**config.mk**
```make
export PLATFORM = sky130hd
export DESIGN_NAME = symbol_framer_flat
export DESIGN_NICKNAME = d
export VERILOG_FILES = /design/src/rtl/symbol_framer_pkg.sv /design/src/rtl/symbol_framer_if.sv /design/src/rtl/symbol_framer_timer.sv /design/src/rtl/symbol_framer.sv /design/src/flat_wrapper.sv
export SDC_FILE = /design/constraint.sdc
export NUM_CORES = 1
export LEC_CHECK = 0
export ABC_AREA = 0
export BUFFER_PORTS_ARGS = -buffer_cell sky130_fd_sc_hd__clkbuf_2
export CAP_MARGIN = 20
export CORE_MARGIN = 2
export CORE_UTILIZATION = 49
export DETAILED_ROUTE_END_ITERATION = 12
export GPL_ROUTABILITY_DRIVEN = 0
export GPL_TIMING_DRIVEN = 0
export PLACE_DENSITY = 0.65
export RECOVER_POWER = 50
export REMOVE_ABC_BUFFERS = 1
export SETUP_SLACK_MARGIN = 0.15
export SKIP_LAST_GASP = 1
export SYNTH_ARGS = -nofsm -noshare
export SYNTH_HDL_FRONTEND = slang
export SYNTH_HIERARCHICAL = 1
export SYNTH_SLANG_ARGS = --single-unit
```
**constraint.sdc**
```tcl
create_clock -name clk -period 4.8 [get_ports clk]
set_clock_uncertainty 0.05 [all_clocks]
set_input_delay 0.96 -clock clk [delete_from_list [all_inputs] [get_ports clk]]
set_output_delay 0.96 -clock clk [all_outputs]
set_load 0.01 [all_outputs]
```
**src/rtl/symbol_framer_pkg.sv**
```systemverilog
`default_nettype none
// ----------------------------------------------------------------------------
// framer_pkg : state encoding and frame constants for symbol_framer
// Rev 1.0
// ----------------------------------------------------------------------------
package framer_pkg;

  typedef enum logic [2:0] {
    IDLE     = 3'd0,
    PREAMBLE = 3'd1,
    SYNC     = 3'd2,
    PAYLOAD  = 3'd3,
    GUARD    = 3'd4
  } state_t;

  localparam logic [1:0] PREAMBLE_HI      = 2'd3;
  localparam logic [1:0] PREAMBLE_LO      = 2'd0;
  localparam int         SYMBOLS_PER_BYTE = 4;
  localparam int         SYNC_SYMBOLS     = 8;

  // Symbol idx of the sync word, counted MSB-first.
  function automatic logic [1:0] sync_symbol(input logic [15:0] word, input logic [2:0] idx);
    logic [15:0] sh;
    sh = word << {idx, 1'b0};
    return sh[15:14];
  endfunction

endpackage
`default_nettype wire

```
**src/rtl/symbol_framer_if.sv**
```systemverilog
`default_nettype none
// ----------------------------------------------------------------------------
// symbol_framer_if : payload byte stream (valid/ready with LAST qualifier)
// Rev 1.0
// ----------------------------------------------------------------------------
interface symbol_framer_if;
  logic [7:0] data;
  logic       valid;
  logic       last;
  logic       ready;

  modport master (output data, output valid, output last, input ready);
  modport slave  (input data, input valid, input last, output ready);
endinterface
`default_nettype wire

```
**src/rtl/symbol_framer_timer.sv**
```systemverilog
`default_nettype none
// ----------------------------------------------------------------------------
// symbol_timer : down-counter producing one strobe per symbol period
// Rev 1.0
// ----------------------------------------------------------------------------
module symbol_timer #(
  parameter int SYMBOL_CYCLES = 100
) (
  input  wire logic clk,
  input  wire logic rst_n,
  input  wire logic restart_i,
  output logic      sym_strobe_o
);

  localparam int            CW     = (SYMBOL_CYCLES > 2) ? $clog2(SYMBOL_CYCLES) : 1;
  localparam logic [CW-1:0] RELOAD = CW'(SYMBOL_CYCLES - 1);

  logic [CW-1:0] count_q;

  always_ff @(posedge clk or negedge rst_n) begin
    if (!rst_n) begin
      count_q <= RELOAD;
    end else if (restart_i || (count_q == '0)) begin
      count_q <= RELOAD;
    end else begin
      count_q <= count_q - CW'(1);
    end
  end

  assign sym_strobe_o = (count_q == '0);

endmodule
`default_nettype wire

```
**src/rtl/symbol_framer.sv**
```systemverilog
`default_nettype none
// ----------------------------------------------------------------------------
// symbol_framer : wraps payload bytes in preamble/sync/guard, 2-bit symbols out
// Rev 1.0
// ----------------------------------------------------------------------------
module symbol_framer
  import framer_pkg::*;
#(
  parameter int          CLOCK_FREQUENCY  = 100000000,
  parameter int          SYMBOL_RATE      = 1000000,
  parameter int          PREAMBLE_SYMBOLS = 16,
  parameter logic [15:0] SYNC_WORD        = 16'hD391,
  parameter int          GUARD_SYMBOLS    = 4
) (
  input  wire logic      clk,
  input  wire logic      rst_n,
  symbol_framer_if.slave in_if,
  output logic [1:0]     value_o,
  output logic           enable_o,
  output logic           busy_o,
  output logic           done_o,
  output logic           underrun_o
);

  localparam int          SYMBOL_CYCLES = CLOCK_FREQUENCY / SYMBOL_RATE;
  localparam logic [15:0] PRE_LAST      = 16'(PREAMBLE_SYMBOLS - 1);
  localparam logic [15:0] SYNC_LAST     = 16'(SYNC_SYMBOLS - 1);
  localparam logic [15:0] BYTE_LAST     = 16'(SYMBOLS_PER_BYTE - 1);
  localparam logic [15:0] GUARD_LAST    = 16'(GUARD_SYMBOLS - 1);

  state_t      state_q, state_d;
  logic [15:0] idx_q, idx_d;
  logic [7:0]  shift_q, shift_d, hold_q, hold_d;
  logic        shift_last_q, shift_last_d, hold_last_q, hold_last_d;
  logic        hold_full_q, hold_full_d, last_seen_q, last_seen_d;
  logic [1:0]  value_q, value_d;
  logic        enable_q, enable_d, busy_q, busy_d, done_q, done_d;
  logic        underrun_q, underrun_d, ready_q, ready_d;
  logic        restart, sym_strobe, transfer;

  symbol_timer #(.SYMBOL_CYCLES(SYMBOL_CYCLES)) u_timer (
    .clk          (clk),
    .rst_n        (rst_n),
    .restart_i    (restart),
    .sym_strobe_o (sym_strobe)
  );

  assign transfer = ready_q && in_if.valid;

  always_ff @(posedge clk or negedge rst_n) begin
    if (!rst_n) begin
      state_q      <= IDLE;
      idx_q        <= '0;
      shift_q      <= '0;
      shift_last_q <= 1'b0;
      hold_q       <= '0;
      hold_last_q  <= 1'b0;
      hold_full_q  <= 1'b0;
      last_seen_q  <= 1'b0;
      value_q      <= 2'd0;
      enable_q     <= 1'b0;
      busy_q       <= 1'b0;
      done_q       <= 1'b0;
      underrun_q   <= 1'b0;
      ready_q      <= 1'b1;
    end else begin
      state_q      <= state_d;
      idx_q        <= idx_d;
      shift_q      <= shift_d;
      shift_last_q <= shift_last_d;
      hold_q       <= hold_d;
      hold_last_q  <= hold_last_d;
      hold_full_q  <= hold_full_d;
      last_seen_q  <= last_seen_d;
      value_q      <= value_d;
      enable_q     <= enable_d;
      busy_q       <= busy_d;
      done_q       <= done_d;
      underrun_q   <= underrun_d;
      ready_q      <= ready_d;
    end
  end

  always_comb begin
    state_d      = state_q;
    idx_d        = idx_q;
    shift_d      = shift_q;
    shift_last_d = shift_last_q;
    hold_d       = hold_q;
    hold_last_d  = hold_last_q;
    hold_full_d  = hold_full_q;
    last_seen_d  = last_seen_q;
    done_d       = 1'b0;
    underrun_d   = 1'b0;
    restart      = 1'b0;

    case (state_q)
      // A byte left in holding by a late transfer also starts a frame.
      IDLE: if (transfer || hold_full_q) begin
        state_d = PREAMBLE;
        idx_d   = '0;
        restart = 1'b1;
      end
      PREAMBLE: if (sym_strobe) begin
        if (idx_q == PRE_LAST) begin
          state_d = SYNC;
          idx_d   = '0;
        end else begin
          idx_d = idx_q + 16'd1;
        end
      end
      SYNC: if (sym_strobe) begin
        if (idx_q == SYNC_LAST) begin
          state_d      = PAYLOAD;
          idx_d        = '0;
          shift_d      = hold_q;
          shift_last_d = hold_last_q;
          hold_full_d  = 1'b0;
        end else begin
          idx_d = idx_q + 16'd1;
        end
      end
      PAYLOAD: if (sym_strobe) begin
        if (idx_q != BYTE_LAST) begin
          idx_d   = idx_q + 16'd1;
          shift_d = {shift_q[5:0], 2'b00};
        end else if (shift_last_q) begin
          state_d = GUARD;
          idx_d   = '0;
        end else if (hold_full_q) begin
          idx_d        = '0;
          shift_d      = hold_q;
          shift_last_d = hold_last_q;
          hold_full_d  = 1'b0;
        end else begin
          underrun_d = 1'b1;
          state_d    = GUARD;
          idx_d      = '0;
        end
      end
      GUARD: if (sym_strobe) begin
        if (idx_q == GUARD_LAST) begin
          state_d     = IDLE;
          idx_d       = '0;
          done_d      = 1'b1;
          last_seen_d = 1'b0;
        end else begin
          idx_d = idx_q + 16'd1;
        end
      end
      default: state_d = IDLE;
    endcase

    // Applied after draining so a simultaneous load keeps holding full.
    if (transfer) begin
      hold_d      = in_if.data;
      hold_last_d = in_if.last;
      hold_full_d = 1'b1;
      last_seen_d = last_seen_d | in_if.last;
    end

    ready_d  = !hold_full_d && !last_seen_d && (state_d != GUARD) && !done_d;
    busy_d   = (state_d != IDLE);
    enable_d = (state_d == PREAMBLE) || (state_d == SYNC) || (state_d == PAYLOAD);

    case (state_d)
      PREAMBLE: value_d = idx_d[0] ? PREAMBLE_LO : PREAMBLE_HI;
      SYNC:     value_d = sync_symbol(SYNC_WORD, idx_d[2:0]);
      PAYLOAD:  value_d = shift_d[7:6];
      default:  value_d = 2'd0;
    endcase
  end

  assign in_if.ready = ready_q;
  assign value_o     = value_q;
  assign enable_o    = enable_q;
  assign busy_o      = busy_q;
  assign done_o      = done_q;
  assign underrun_o  = underrun_q;

endmodule
`default_nettype wire

```
**src/flat_wrapper.sv**
```systemverilog
// flat-port wrapper written by rule: the top's interface ports become plain ports
module symbol_framer_flat import framer_pkg::*;
#(
  parameter int          CLOCK_FREQUENCY  = 100000000,
  parameter int          SYMBOL_RATE      = 1000000,
  parameter int          PREAMBLE_SYMBOLS = 16,
  parameter logic [15:0] SYNC_WORD        = 16'hD391,
  parameter int          GUARD_SYMBOLS    = 4
)
  (clk, rst_n, value_o, enable_o, busy_o, done_o, underrun_o, in_if_data, in_if_valid, in_if_last, in_if_ready);
  symbol_framer_if in_if_i ();
  input  wire logic clk;
  input  wire logic rst_n;
  output logic [1:0] value_o;
  output logic enable_o;
  output logic busy_o;
  output logic done_o;
  output logic underrun_o;
  input wire logic [$bits(in_if_i.data)-1:0] in_if_data;
  input wire logic [$bits(in_if_i.valid)-1:0] in_if_valid;
  input wire logic [$bits(in_if_i.last)-1:0] in_if_last;
  output wire logic [$bits(in_if_i.ready)-1:0] in_if_ready;
  assign in_if_i.data = in_if_data;
  assign in_if_i.valid = in_if_valid;
  assign in_if_i.last = in_if_last;
  assign in_if_ready = in_if_i.ready;
  symbol_framer #(.CLOCK_FREQUENCY(CLOCK_FREQUENCY), .SYMBOL_RATE(SYMBOL_RATE), .PREAMBLE_SYMBOLS(PREAMBLE_SYMBOLS), .SYNC_WORD(SYNC_WORD), .GUARD_SYMBOLS(GUARD_SYMBOLS)) u_core (.clk(clk), .rst_n(rst_n), .in_if(in_if_i), .value_o(value_o), .enable_o(enable_o), .busy_o(busy_o), .done_o(done_o), .underrun_o(underrun_o));
endmodule
```
==> qor.txt <==
status: finished with violations
failing checks: capacitance limit, slew limit
H-tree depth: 2
die area: 6640 µm²
synth unique cells: 64
DP Area: 3110 µm²
DRC: 0
Peak Freq: 268 MHz
number of cell rows: 28
Tmin final: 3.73 ns
max_slew headroom: -7.72%
Design Area, Final: 3170 µm²
DR WL/cell: 16.1 µm
Cells after Synth: 304
Seq/Total Area, Yosys: 45.3%
DRT Wirelength: 6.38 mm
Total Nets Final: 338
R2R setup slack: 1.07 ns
register area: 1330 µm²
final setup vio count: 0
worst reg-to-reg path cell count: 11
CTS tree: done
drt via density: 5.87
Top cell by count, worst path: and3_1
Pre-antenna DRT Iters: 4
worst r2r src: u_core/u_timer/count_q[4]$_DFF_PN0_
worst skew pair latency: 0.31 ns
Initial Utilization: 50.3%
Seq cells post-synth: 53
Tot GR Track Use: 20.4%
worst endpoint required time: 4.97 ns
RSZ-0062 raised after global routing: no
average size of a mapped cell: 9.68 µm²
Worst-Margin Slew: 1.62 ns
Data arrival, critical path: 3.91 ns
Power Dens Cells: 224 nW/µm²
Root Driver: clkbuf_8
layout cells sized above 1: 17.1%
worst r2r dst: u_core/value_o[0]$_DFF_PN0_
overall power: 0.710 mW
Worst path slowest cell: and3_1
dpl hpwl: 4.37 mm
clock-pin slew on the worst setup and hold paths: 0.10 ns
global-route wire length before repair: 10.4 mm
Worst Hold Depth: 1
placed instance count: 389
Area Growth Syn to Fin: 7.91%
Hold Crit Class: flop to flop
maximum VDD drop: 0.139 mV
Setup Buffers After CTS: 0
Worst Setup End Kind: flop
crit path cell chain: nor4_2 > and3_1 > nand2_1 > nor4_4 > and3_1 > o211ai_1 > a22oi_1 > inv_1 > ha_1 > mux2_1 > o221ai_1
core area: 5850 µm²
I/O pin cnt: 19
clk sinks: 53
ys async rst share: 100%
period utilization: 77.8%
post-route ant nets: 0
largest net degree at the start of global routing: 32
Post-Syn Area: 2940 µm²
critical setup path kind: flop to flop
detailed-route via count: 2330
total grt overflow: 0
worst hold path startpoint: u_core/last_seen_q$_DFF_PN0_
First DRT Iteration DRCs: 167
vias in the first global route: 2133
Util after Layout: 54.3%
max-capacitance violation count: 1
Post-CTS Hold Fix Bufs: 0
Static Leak: 1.42 nW
chip height: 81.5 µm
Setup Total Neg Slack: 0 ns
Fillers: 539
TritonCTS Buffers: 5
initial antenna violation count: 0
Ant. Diodes: 0
synth warn: 6
Main synth FF type: dfrtp_1
area of the multi-input gates: 1530 µm²
Critical Path Max Stage Delay: 0.63 ns
worst-path fanout max: 19
die width: 81.5 µm
post-CTS sizing: 0
IO buf count: 18
Non-Filler Instances: 397
final slew viol count: 32
Setup crit start kind: flop
Hold Crit Endpoint: u_core/in_if.ready$_DFF_PN1_
clock buffer depth: 2
Final Hold Vio Count: 0
number of synthesized flops with an enable pin: 0
## synthesized netlist by cell type (5+ instances only)
cell	instances	area share (%)
and3_1	10	2.1
nand3_1	8	1.4
xnor2_1	6	1.8
nand2b_1	5	1.1
nor2_1	27	3.4
nand2_1	40	5.1
dfrtp_1	48	41
mux2_2	8	3.1
a21oi_1	10	1.7
nor4_1	6	1.3
o31ai_1	5	1.3
clkbuf_1	5	0.64
o21ai_0	17	2.9
inv_1	11	1.4
nor2b_1	5	1.1
ha_1	5	2.1
xor2_1	5	1.5
dfstp_2	5	4.5
a22oi_1	6	1.5
## layout by cell type, fill, tap and decap left out, drive strengths merged, types with 6 or more instances in the layout
| cell type | Yosys | routed |
|---|---|---|
| nor4 | 9 | 9 |
| xnor2 | 6 | 6 |
| inv | 12 | 12 |
| nand2 | 40 | 40 |
| clkbuf | 5 | 24 |
| nand3 | 9 | 9 |
| nor2b | 6 | 6 |
| dfrtp | 48 | 48 |
| mux2 | 9 | 9 |
| o21ai | 19 | 19 |
| a22oi | 7 | 7 |
| nor2 | 27 | 27 |
| a21oi | 11 | 11 |
| and3 | 10 | 10 |
| o31ai | 6 | 6 |
## stage by stage
step	hold slack [ns]	setup WS, ns
after detailed placement	0.348	1.10
final	0.361	1.07
after CTS	0.360	1.08
after global routing	0.375	0.717
after floorplan	0.318	1.65
after global placement	0.324	1.14
## power breakdown
group	switching [mW]	total (mW)	internal, mW
Combinational	0.00974	0.0129	0.00312
Sequential	0	0.446	0.446
Clock	0.150	0.251	0.101
Total	0.160	0.710	0.551
## sequential cells by signal, summed over array words and instances (netlist names)
name,flops
u_core/state_q,3
u_core/enable_o,1
u_core/hold_q,8
u_core/shift_last_q,1
u_core/idx_q,16
u_core/in_if.ready,1
u_core/hold_full_q,1
u_core/busy_o,1
u_core/underrun_o,1
u_core/last_seen_q,1
u_core/done_o,1
u_core/shift_q,8
u_core/value_o,2
u_core/hold_last_q,1
u_core/u_timer/count_q,7
## area by class of cell
class	instances	share of cell area [%]
clock buffer	5	2.17
clock inverter	3	0.552
inverter	12	1.42
multi-input combinational	230	48.0
sequential	53	42.0
tap	75	2.96
timing repair buffer	19	2.88
## worst max-delay path by stage
stage | start | cells past startpoint | endpoint | slack, ns
after floorplan | u_core/u_timer/count_q[4]$_DFF_PN0_ | 11 | u_core/value_o[0]$_DFF_PN0_ | 1.65
after global placement | u_core/u_timer/count_q[4]$_DFF_PN0_ | 11 | u_core/value_o[0]$_DFF_PN0_ | 1.14
after detailed placement | u_core/u_timer/count_q[4]$_DFF_PN0_ | 11 | u_core/value_o[0]$_DFF_PN0_ | 1.10
after CTS | u_core/u_timer/count_q[4]$_DFF_PN0_ | 11 | u_core/value_o[0]$_DFF_PN0_ | 1.08
after global routing | u_core/u_timer/count_q[4]$_DFF_PN0_ | 11 | u_core/value_o[0]$_DFF_PN0_ | 0.72
final | u_core/u_timer/count_q[4]$_DFF_PN0_ | 11 | u_core/value_o[0]$_DFF_PN0_ | 1.07
## layer usage
layer,global-route usage (%),share of wire (%)
met3,4.07,3.8
met5,0,0
met4,6.44,1.5
met1,29.9,50
met2,30.2,45
## cells by family (layout without fill, tap and decap cells)
| kind of cell | Yosys count | count (layout) | synth area share, % |
|---|---|---|---|
| AND/OR/NAND/NOR | 132 | 132 | 24.5 |
| AO/OA/AOI/OAI | 71 | 71 | 17.9 |
| flip-flops | 53 | 53 | 45.3 |
| buffers and inverters | 21 | 39 | 2.85 |
| XOR/XNOR | 11 | 11 | 3.28 |
| multiplexers | 11 | 11 | 4.13 |
| adder cells (fa/ha/maj) | 5 | 5 | 2.13 |
## critical path, delay by kind of cell, from the launching register on
family,cells,cell delay [ns]
AND/OR/NAND/NOR,5,2.05
AO/OA/AOI/OAI,3,0.54
flip-flops,1,0.42
multiplexers,1,0.30
adder cells (fa/ha/maj),1,0.18
buffers and inverters,1,0.10
Note: power is estimated with default switching activity, not from simulation.
